`src/rtl/mesi_pkg.sv`:
```
// Shared encodings for the MESI snoop agent: cbus/mbus command codes,
// line states, agent FSM states and the fixed line-offset width.
package mesi_pkg;

    localparam int OFFSET_BITS = 4;

    typedef enum logic [2:0] {
        CMD_NOP      = 3'd0,
        CMD_WR_SNOOP = 3'd1,
        CMD_RD_SNOOP = 3'd2,
        CMD_EN_WR    = 3'd3,
        CMD_EN_RD    = 3'd4
    } cbus_cmd_e;

    typedef enum logic [2:0] {
        MBUS_NOP      = 3'd0,
        MBUS_WR       = 3'd1,
        MBUS_RD       = 3'd2,
        MBUS_WR_BROAD = 3'd3,
        MBUS_RD_BROAD = 3'd4
    } mbus_cmd_e;

    typedef enum logic [1:0] {
        ST_I = 2'd0,
        ST_S = 2'd1,
        ST_E = 2'd2,
        ST_M = 2'd3
    } mesi_e;

    typedef enum logic [2:0] {
        FSM_IDLE,
        FSM_LOOKUP,
        FSM_WB,
        FSM_ACK,
        FSM_WAIT_NOP
    } fsm_e;

endpackage

```
`src/rtl/mesi_line_table.sv`:
```
// Per-line tag and MESI state storage: one lookup read port, one write port,
// plus a state-only observation tap for the debug query.
module mesi_line_table
    import mesi_pkg::*;
#(
    parameter int INDEX_BITS = 3,
    parameter int TAG_BITS   = 25
) (
    input  logic                  clk,
    input  logic                  rst,
    input  logic [INDEX_BITS-1:0] i_rd_idx,
    output logic [TAG_BITS-1:0]   o_rd_tag,
    output mesi_e                 o_rd_state,
    input  logic                  i_wr_en,
    input  logic [INDEX_BITS-1:0] i_wr_idx,
    input  logic [TAG_BITS-1:0]   i_wr_tag,
    input  mesi_e                 i_wr_state,
    input  logic [INDEX_BITS-1:0] i_dbg_idx,
    output mesi_e                 o_dbg_state
);

    localparam int LINES = 1 << INDEX_BITS;

    logic [TAG_BITS-1:0] r_tag   [LINES];
    mesi_e               r_state [LINES];

    // NOTE: the array is small flops, so every entry is cleared on reset; reset
    // has priority so an in-flight write is dropped when rst and i_wr_en coincide.
    always_ff @(posedge clk) begin
        if (rst) begin
            for (int i = 0; i < LINES; i++) begin
                r_tag[i]   <= '0;
                r_state[i] <= ST_I;
            end
        end else if (i_wr_en) begin
            r_tag[i_wr_idx]   <= i_wr_tag;
            r_state[i_wr_idx] <= i_wr_state;
        end
    end

    assign o_rd_tag    = r_tag[i_rd_idx];
    assign o_rd_state  = r_state[i_rd_idx];
    assign o_dbg_state = r_state[i_dbg_idx];

endmodule

```
`src/rtl/mesi_snoop_agent.sv`:
```
// MESI snoop agent: executes one cbus coherence command at a time against the
// line table, writing dirty lines back to memory before they lose ownership.
module mesi_snoop_agent
    import mesi_pkg::*;
#(
    parameter int ADDR_WIDTH = 32,
    parameter int INDEX_BITS = 3
) (
    input  logic                  clk,
    input  logic                  rst,
    input  logic [2:0]            cbus_cmd_i,
    input  logic [ADDR_WIDTH-1:0] cbus_addr_i,
    output logic                  cbus_ack_o,
    output logic                  wb_req_o,
    output logic [ADDR_WIDTH-1:0] wb_addr_o,
    input  logic                  wb_ack_i,
    input  logic [INDEX_BITS-1:0] dbg_idx_i,
    output logic [1:0]            dbg_state_o
);

    localparam int TAG_BITS = ADDR_WIDTH - INDEX_BITS - OFFSET_BITS;
    localparam logic [ADDR_WIDTH-1:0] OFFSET_MASK = ADDR_WIDTH'((1 << OFFSET_BITS) - 1);

    fsm_e                  r_fsm;
    logic [2:0]            r_cmd;
    logic [ADDR_WIDTH-1:0] r_addr;
    logic                  r_ack;
    logic                  r_wb_req;
    logic [ADDR_WIDTH-1:0] r_wb_addr;
    logic [TAG_BITS-1:0]   r_pend_tag;
    mesi_e                 r_pend_state;

    logic [INDEX_BITS-1:0] w_idx;
    logic [TAG_BITS-1:0]   w_tag;
    logic [TAG_BITS-1:0]   w_rd_tag;
    mesi_e                 w_rd_state;
    mesi_e                 w_dbg_state;
    logic                  w_tag_match;
    logic                  w_hit;
    logic                  w_write;
    logic                  w_need_wb;
    logic [ADDR_WIDTH-1:0] w_wb_addr;
    logic [TAG_BITS-1:0]   w_next_tag;
    mesi_e                 w_next_state;
    logic                  w_wr_en;
    logic [TAG_BITS-1:0]   w_wr_tag;
    mesi_e                 w_wr_state;

    assign w_idx = r_addr[INDEX_BITS+OFFSET_BITS-1:OFFSET_BITS];
    assign w_tag = r_addr[ADDR_WIDTH-1:INDEX_BITS+OFFSET_BITS];

    mesi_line_table #(
        .INDEX_BITS(INDEX_BITS),
        .TAG_BITS  (TAG_BITS)
    ) u_table (
        .clk        (clk),
        .rst        (rst),
        .i_rd_idx   (w_idx),
        .o_rd_tag   (w_rd_tag),
        .o_rd_state (w_rd_state),
        .i_wr_en    (w_wr_en),
        .i_wr_idx   (w_idx),
        .i_wr_tag   (w_wr_tag),
        .i_wr_state (w_wr_state),
        .i_dbg_idx  (dbg_idx_i),
        .o_dbg_state(w_dbg_state)
    );

    // Lookup decision: what the command does to the addressed line.
    always_comb begin
        w_tag_match  = (w_rd_tag == w_tag);
        w_hit        = (w_rd_state != ST_I) && w_tag_match;
        w_write      = 1'b0;
        w_need_wb    = 1'b0;
        w_wb_addr    = r_addr & ~OFFSET_MASK;
        w_next_tag   = w_rd_tag;
        w_next_state = w_rd_state;
        case (r_cmd)
            CMD_WR_SNOOP: begin
                if (w_hit) begin
                    w_write      = 1'b1;
                    w_need_wb    = (w_rd_state == ST_M);
                    w_next_state = ST_I;
                end
            end
            CMD_RD_SNOOP: begin
                if (w_hit && (w_rd_state == ST_M || w_rd_state == ST_E)) begin
                    w_write      = 1'b1;
                    w_need_wb    = (w_rd_state == ST_M);
                    w_next_state = ST_S;
                end
            end
            CMD_EN_WR, CMD_EN_RD: begin
                w_write      = 1'b1;
                w_need_wb    = !w_tag_match && (w_rd_state == ST_M);
                w_wb_addr    = {w_rd_tag, w_idx, {OFFSET_BITS{1'b0}}};
                w_next_tag   = w_tag;
                w_next_state = (r_cmd == CMD_EN_WR) ? ST_M : ST_S;
            end
            default: ;
        endcase
    end

    // Writes without a write-back commit at the end of LOOKUP; others on wb_ack_i.
    assign w_wr_en    = ((r_fsm == FSM_LOOKUP) && w_write && !w_need_wb)
                     || ((r_fsm == FSM_WB) && wb_ack_i);
    assign w_wr_tag   = (r_fsm == FSM_WB) ? r_pend_tag   : w_next_tag;
    assign w_wr_state = (r_fsm == FSM_WB) ? r_pend_state : w_next_state;

    // NOTE: r_ack defaults low each cycle and only the entry into ACK raises it;
    // with non-blocking assignments the later assignment in the same block wins.
    always_ff @(posedge clk) begin
        if (rst) begin
            r_fsm        <= FSM_IDLE;
            r_cmd        <= CMD_NOP;
            r_addr       <= '0;
            r_ack        <= 1'b0;
            r_wb_req     <= 1'b0;
            r_wb_addr    <= '0;
            r_pend_tag   <= '0;
            r_pend_state <= ST_I;
        end else begin
            r_ack <= 1'b0;
            case (r_fsm)
                FSM_IDLE: begin
                    if (cbus_cmd_i != CMD_NOP) begin
                        r_cmd  <= cbus_cmd_i;
                        r_addr <= cbus_addr_i;
                        r_fsm  <= FSM_LOOKUP;
                    end
                end
                FSM_LOOKUP: begin
                    if (w_need_wb) begin
                        r_wb_req     <= 1'b1;
                        r_wb_addr    <= w_wb_addr;
                        r_pend_tag   <= w_next_tag;
                        r_pend_state <= w_next_state;
                        r_fsm        <= FSM_WB;
                    end else begin
                        r_ack <= 1'b1;
                        r_fsm <= FSM_ACK;
                    end
                end
                FSM_WB: begin
                    if (wb_ack_i) begin
                        r_wb_req <= 1'b0;
                        r_ack    <= 1'b1;
                        r_fsm    <= FSM_ACK;
                    end
                end
                FSM_ACK:      r_fsm <= FSM_WAIT_NOP;
                FSM_WAIT_NOP: if (cbus_cmd_i == CMD_NOP) r_fsm <= FSM_IDLE;
                default:      r_fsm <= FSM_IDLE;
            endcase
        end
    end

    assign cbus_ack_o  = r_ack;
    assign wb_req_o    = r_wb_req;
    assign wb_addr_o   = r_wb_addr;
    assign dbg_state_o = w_dbg_state;

endmodule

```
`config.mk`:
```
export PLATFORM = sky130hd
export DESIGN_NAME = mesi_snoop_agent
export DESIGN_NICKNAME = d
export VERILOG_FILES = /design/src/rtl/mesi_pkg.sv /design/src/rtl/mesi_line_table.sv /design/src/rtl/mesi_snoop_agent.sv
export SDC_FILE = /design/constraint.sdc
export NUM_CORES = 1
export LEC_CHECK = 0
export CELL_PAD_IN_SITES_DETAIL_PLACEMENT = 0
export CELL_PAD_IN_SITES_GLOBAL_PLACEMENT = 1
export CORE_MARGIN = 10
export CORE_UTILIZATION = 49
export CTS_CLUSTER_DIAMETER = 120
export DETAILED_ROUTE_END_ITERATION = 10
export HOLD_SLACK_MARGIN = 0.05
export PLACE_DENSITY = 0.87
export SLEW_MARGIN = 10
export SYNTH_ARGS = -nofsm -noshare
export SYNTH_HDL_FRONTEND = slang
export SYNTH_SLANG_ARGS = --single-unit
```
`constraint.sdc`:
```
create_clock -name clk -period 7.05 [get_ports clk]
set_input_delay 0.705 -clock clk [delete_from_list [all_inputs] [get_ports clk]]
set_output_delay 0.705 -clock clk [all_outputs]
set_load 0.005 [all_outputs]
```
==> summary.md <==
| Metric | Value |
|---|---|
| Run status | `finished clean` |
| Ratio of cells with drive above 1 in the final layout | `14.5%` |
| Slowest-stage cell, CP | `dfxtp_2` |
| Routability cong. | `about 0.8` |
| Worst-Skew Late Latency | `roughly 560 ps` |
| Leak Pwr | `5.44 nW` |
| Die width | `between 150 and 200 um` |
| Synth top area share | `approximately 44%` |
| Hold Slack | `roughly 430 ps` |
| Inserted Diodes | `0` |
| Slew Limit Fails | `0` |
| WL/cell | `~22 um` |
| Register area share after synthesis | `a little under three fifths` |
| Count of cell types in the netlist | `57` |
| Layout Skew | `~12 ps` |
| Post-synth EDFFs | `~220` |
| Worst Hold Class | `in -> reg` |
| Required @ worst endpoint | `between 7000 and 8000 ps` |
| # rows | `63` |
| Post-route design area | `16600 sq um` |
| FMAX | `179 MHz` |
| Worst slew pin tran | `roughly 1200 ps` |
| Worst-path fanout max | `about 210` |
| Root buf cell | `clkbuf_16` |
| CTS Hold Buffers Added | `0` |
| Cell Pwr Density | `300 nW/um^2` |
| Largest net degree at the start of global routing | `~210` |
| Period utilization | `79.1%` |
| Worst-path clk slew | `~60 ps` |
| Worst VDD drop | `0.198 mV` |
| Syn Area/Cell | `11.7 sq um` |
| Synth Cell Area | `about 15000 sq um` |
| CTS Buf Count | `31` |
| Final setup violation count | `0` |
| Setup Fix Bufs, Post-CTS | `0` |
| Initial Util | `between 40% and 50%` |
| TritonRoute pass-1 iters | `5` |
| Max_cap viols | `0` |
| Pre-CTS WS | `~1600 ps` |
| # H-tree levels | `1` |
| Crit path DAT | `approximately 5800 ps` |
| Top post-synthesis cells by area | `edfxtp_1 (44%), dfxtp_1 (13%), mux2i_1 (7.6%)` |
| Slowest stage delay, CP | `between 800 and 900 ps` |
| Relative slew slack | `approximately 17%` |
| Vias in the first global route | `9753` |
| CP endpoint kind | `flip-flop` |
| CP Cell Sequence | `buf_4 > mux4_2 > mux2i_1 > xor2_1 > nand4_1 > or4_1 > or4b_4 > a211o_1 > a21oi_2 > o31a_2 > buf_12 > nor3_1` |
| Sink Count | `310` |
| CP Launch Type | `flip-flop` |
| Share of flip-flops with an asynchronous set or reset | `0%` |
| Initial antenna violation count | `0` |
| Global-route wire length before repair | `between 50 and 60 mm` |
| Final WS setup | `1470 ps` |
| Cell taking the most area after synthesis | `edfxtp_1` |
| CTS tree | `done` |
| DP Wirelength | `about 23 mm` |
| Total track usage | `around a fifth` |
| I/O pin total | `77` |
| Avg Vias per Cell | `around 6` |
| Yosys Warn Count | `0` |
| FF+latch count, synth | `310` |
| RSZ-0062 raised after global routing | `no` |
| Post-CTS Resized | `0` |
| Post-Syn Instances | `1262` |
| Final #Nets | `around 1300` |
| Die height | `slightly below 200 um` |
| 1st-iter DRT viols | `around 1200` |
| GRT Residual Overflow | `0` |
| Area post-placement | `15600 sq um` |
| Vias | `between 10000 and 15000` |
| Main synth FF type | `edfxtp_1` |
| Post-route ant nets | `0` |
| Layout area overhead | `12.2%` |
| DRC viols | `0` |
| R2r setup slk | `1470 ps` |
| PortBufs | `68` |
| CTS max path bufs | `3` |
| Min Clock Period, post-route | `around 5600 ps` |
| Die area | `37600 sq um` |
| CP Class | `reg -> reg` |
| Util after Layout | `55.9%` |
| Final WL | `36.9 mm` |
| Final hold vios | `0` |
| Floorplan Core Area | `slightly below 30000 sq um` |
| Fin Setup TNS | `0 ps` |
==> state kept, by name, summed over array words and instances (netlist names), 2 cells and up, named ones only <==
signal and flops:
r_addr 28, r_pend_tag 25, u_table.r_tag 200, u_table.r_state 16, r_cmd 3, r_pend_state 2
r_fsm 3, wb_addr_o 28
==> worst paths after layout <==
kind              cells past startpoint          start                   end
hold reg to reg                       2  r_pend_tag[2]         r_pend_tag[2]
setup reg to reg                     12      flip-flop  u_table.r_tag[7][11]
hold / removal                        2            rst       r_pend_state[0]
setup / recovery                     12      flip-flop  u_table.r_tag[7][11]
==> worst max-delay path: cells and delay by family (launching register included) <==
family | cells | cell delay (ps)
flip-flops | 1 | 850
buffers and inverters | 2 | 1010
AND/OR/NAND/NOR | 4 | 1470
XOR/XNOR | 1 | 200
AO/OA/AOI/OAI | 3 | 730
multiplexers | 2 | 790
==> cell type report <==
type / instances / area (sq um)
Sequential cell: 310 / 8370
Fill cell: 2459 / 13100
Inverter: 7 / 26.3
Multi-Input combinational cell: 839 / 5820
Tap cell: 390 / 488
Clock buffer: 36 / 805
Clock inverter: 21 / 175
Timing Repair Buffer: 99 / 936
==> synth_stat cells (all sizes together) (2+ instances only) <==
library cell	n
nand3	6
clkbuf	50
nor4b	5
a311oi	13
dfxtp	94
o22ai	2
nand2	140
o31ai	3
mux2i	113
a211oi	16
nand2b	10
inv	7
o31a	2
nand3b	7
nor2	80
nor2b	8
o21a	5
buf	59
mux4	32
nand4	3
edfxtp	216
xnor2	7
mux2	7
a22oi	4
a22o	19
or3	3
or2	3
nor3	232
o21ai	49
a21oi	39
and2	4
xor2	7
==> power by group <==
| group | switching, mW | leakage, nW | internal [mW] | total, mW |
|---|---|---|---|---|
| clock network | 0.684 | 0.489 | 0.921 | 1.60 |
| logic | 0.828 | 1.95 | 0.383 | 1.21 |
| registers | 0.115 | 3.00 | 2.05 | 2.17 |
| total | 1.63 | 5.44 | 3.35 | 4.98 |
==> layer usage <==
layer	track usage (%)	wire length, um	vias up
met3	2.49	2670	43
met2	30.0	17100	406
met1	26.9	16500	5023
met5	0	0	-
li1	-	-	4745
met4	4.68	608	0
==> cells by family (layout without fill, tap and decap cells) <==
| family | Yosys count | after routing | share of synthesized area (%) |
|---|---|---|---|
| simple gates | 508 | 508 | 16.9 |
| flops | 310 | 310 | 56.5 |
| compound gates | 161 | 161 | 8.03 |
| mux | 152 | 152 | 13.0 |
| buf+inv | 116 | 163 | 4.70 |
| xor+xnor | 14 | 14 | 0.828 |
| other cells | 1 | 4 | 0.0253 |
==> layout by cell type, fill, tap and decap left out, types with 3 or more instances in the layout <==
cell             instances
edfxtp_1               216
nor3_1                 206
nand2_1                140
mux2i_1                113
dfxtp_1                 92
nor2_1                  80
clkdlybuf4s50_1         67
a21oi_1                 37
o21ai_0                 35
mux4_2                  32
clkbuf_16               31
buf_4                   30
nor3_2                  26
a22o_1                  19
a311oi_2                13
a211oi_2                11
nand2b_1                10
inv_1                    8
nor2b_1                  7
mux2_2                   7
xor2_1                   7
nand3b_1                 7
xnor2_1                  7
o21ai_2                  7
o21ai_1                  7
clkinv_1                 7
clkinv_2                 7
o21a_1                   5
nor4b_1                  5
nand3_1                  4
a22oi_1                  4
a211oi_1                 4
conb_1                   4
clkbuf_1                 4
and2_1                   3
or3_1                    3
nand4_1                  3
or2_2                    3
bufinv_16                3
==> through the flow <==
stage	instances	power, mW
floorplan	1265	3.04
global placement	1645	3.37
detailed placement	1645	3.39
finish	1702	4.98
global route	1702	5.19
CTS	1702	4.98
Power figures use the tool's default switching activity.
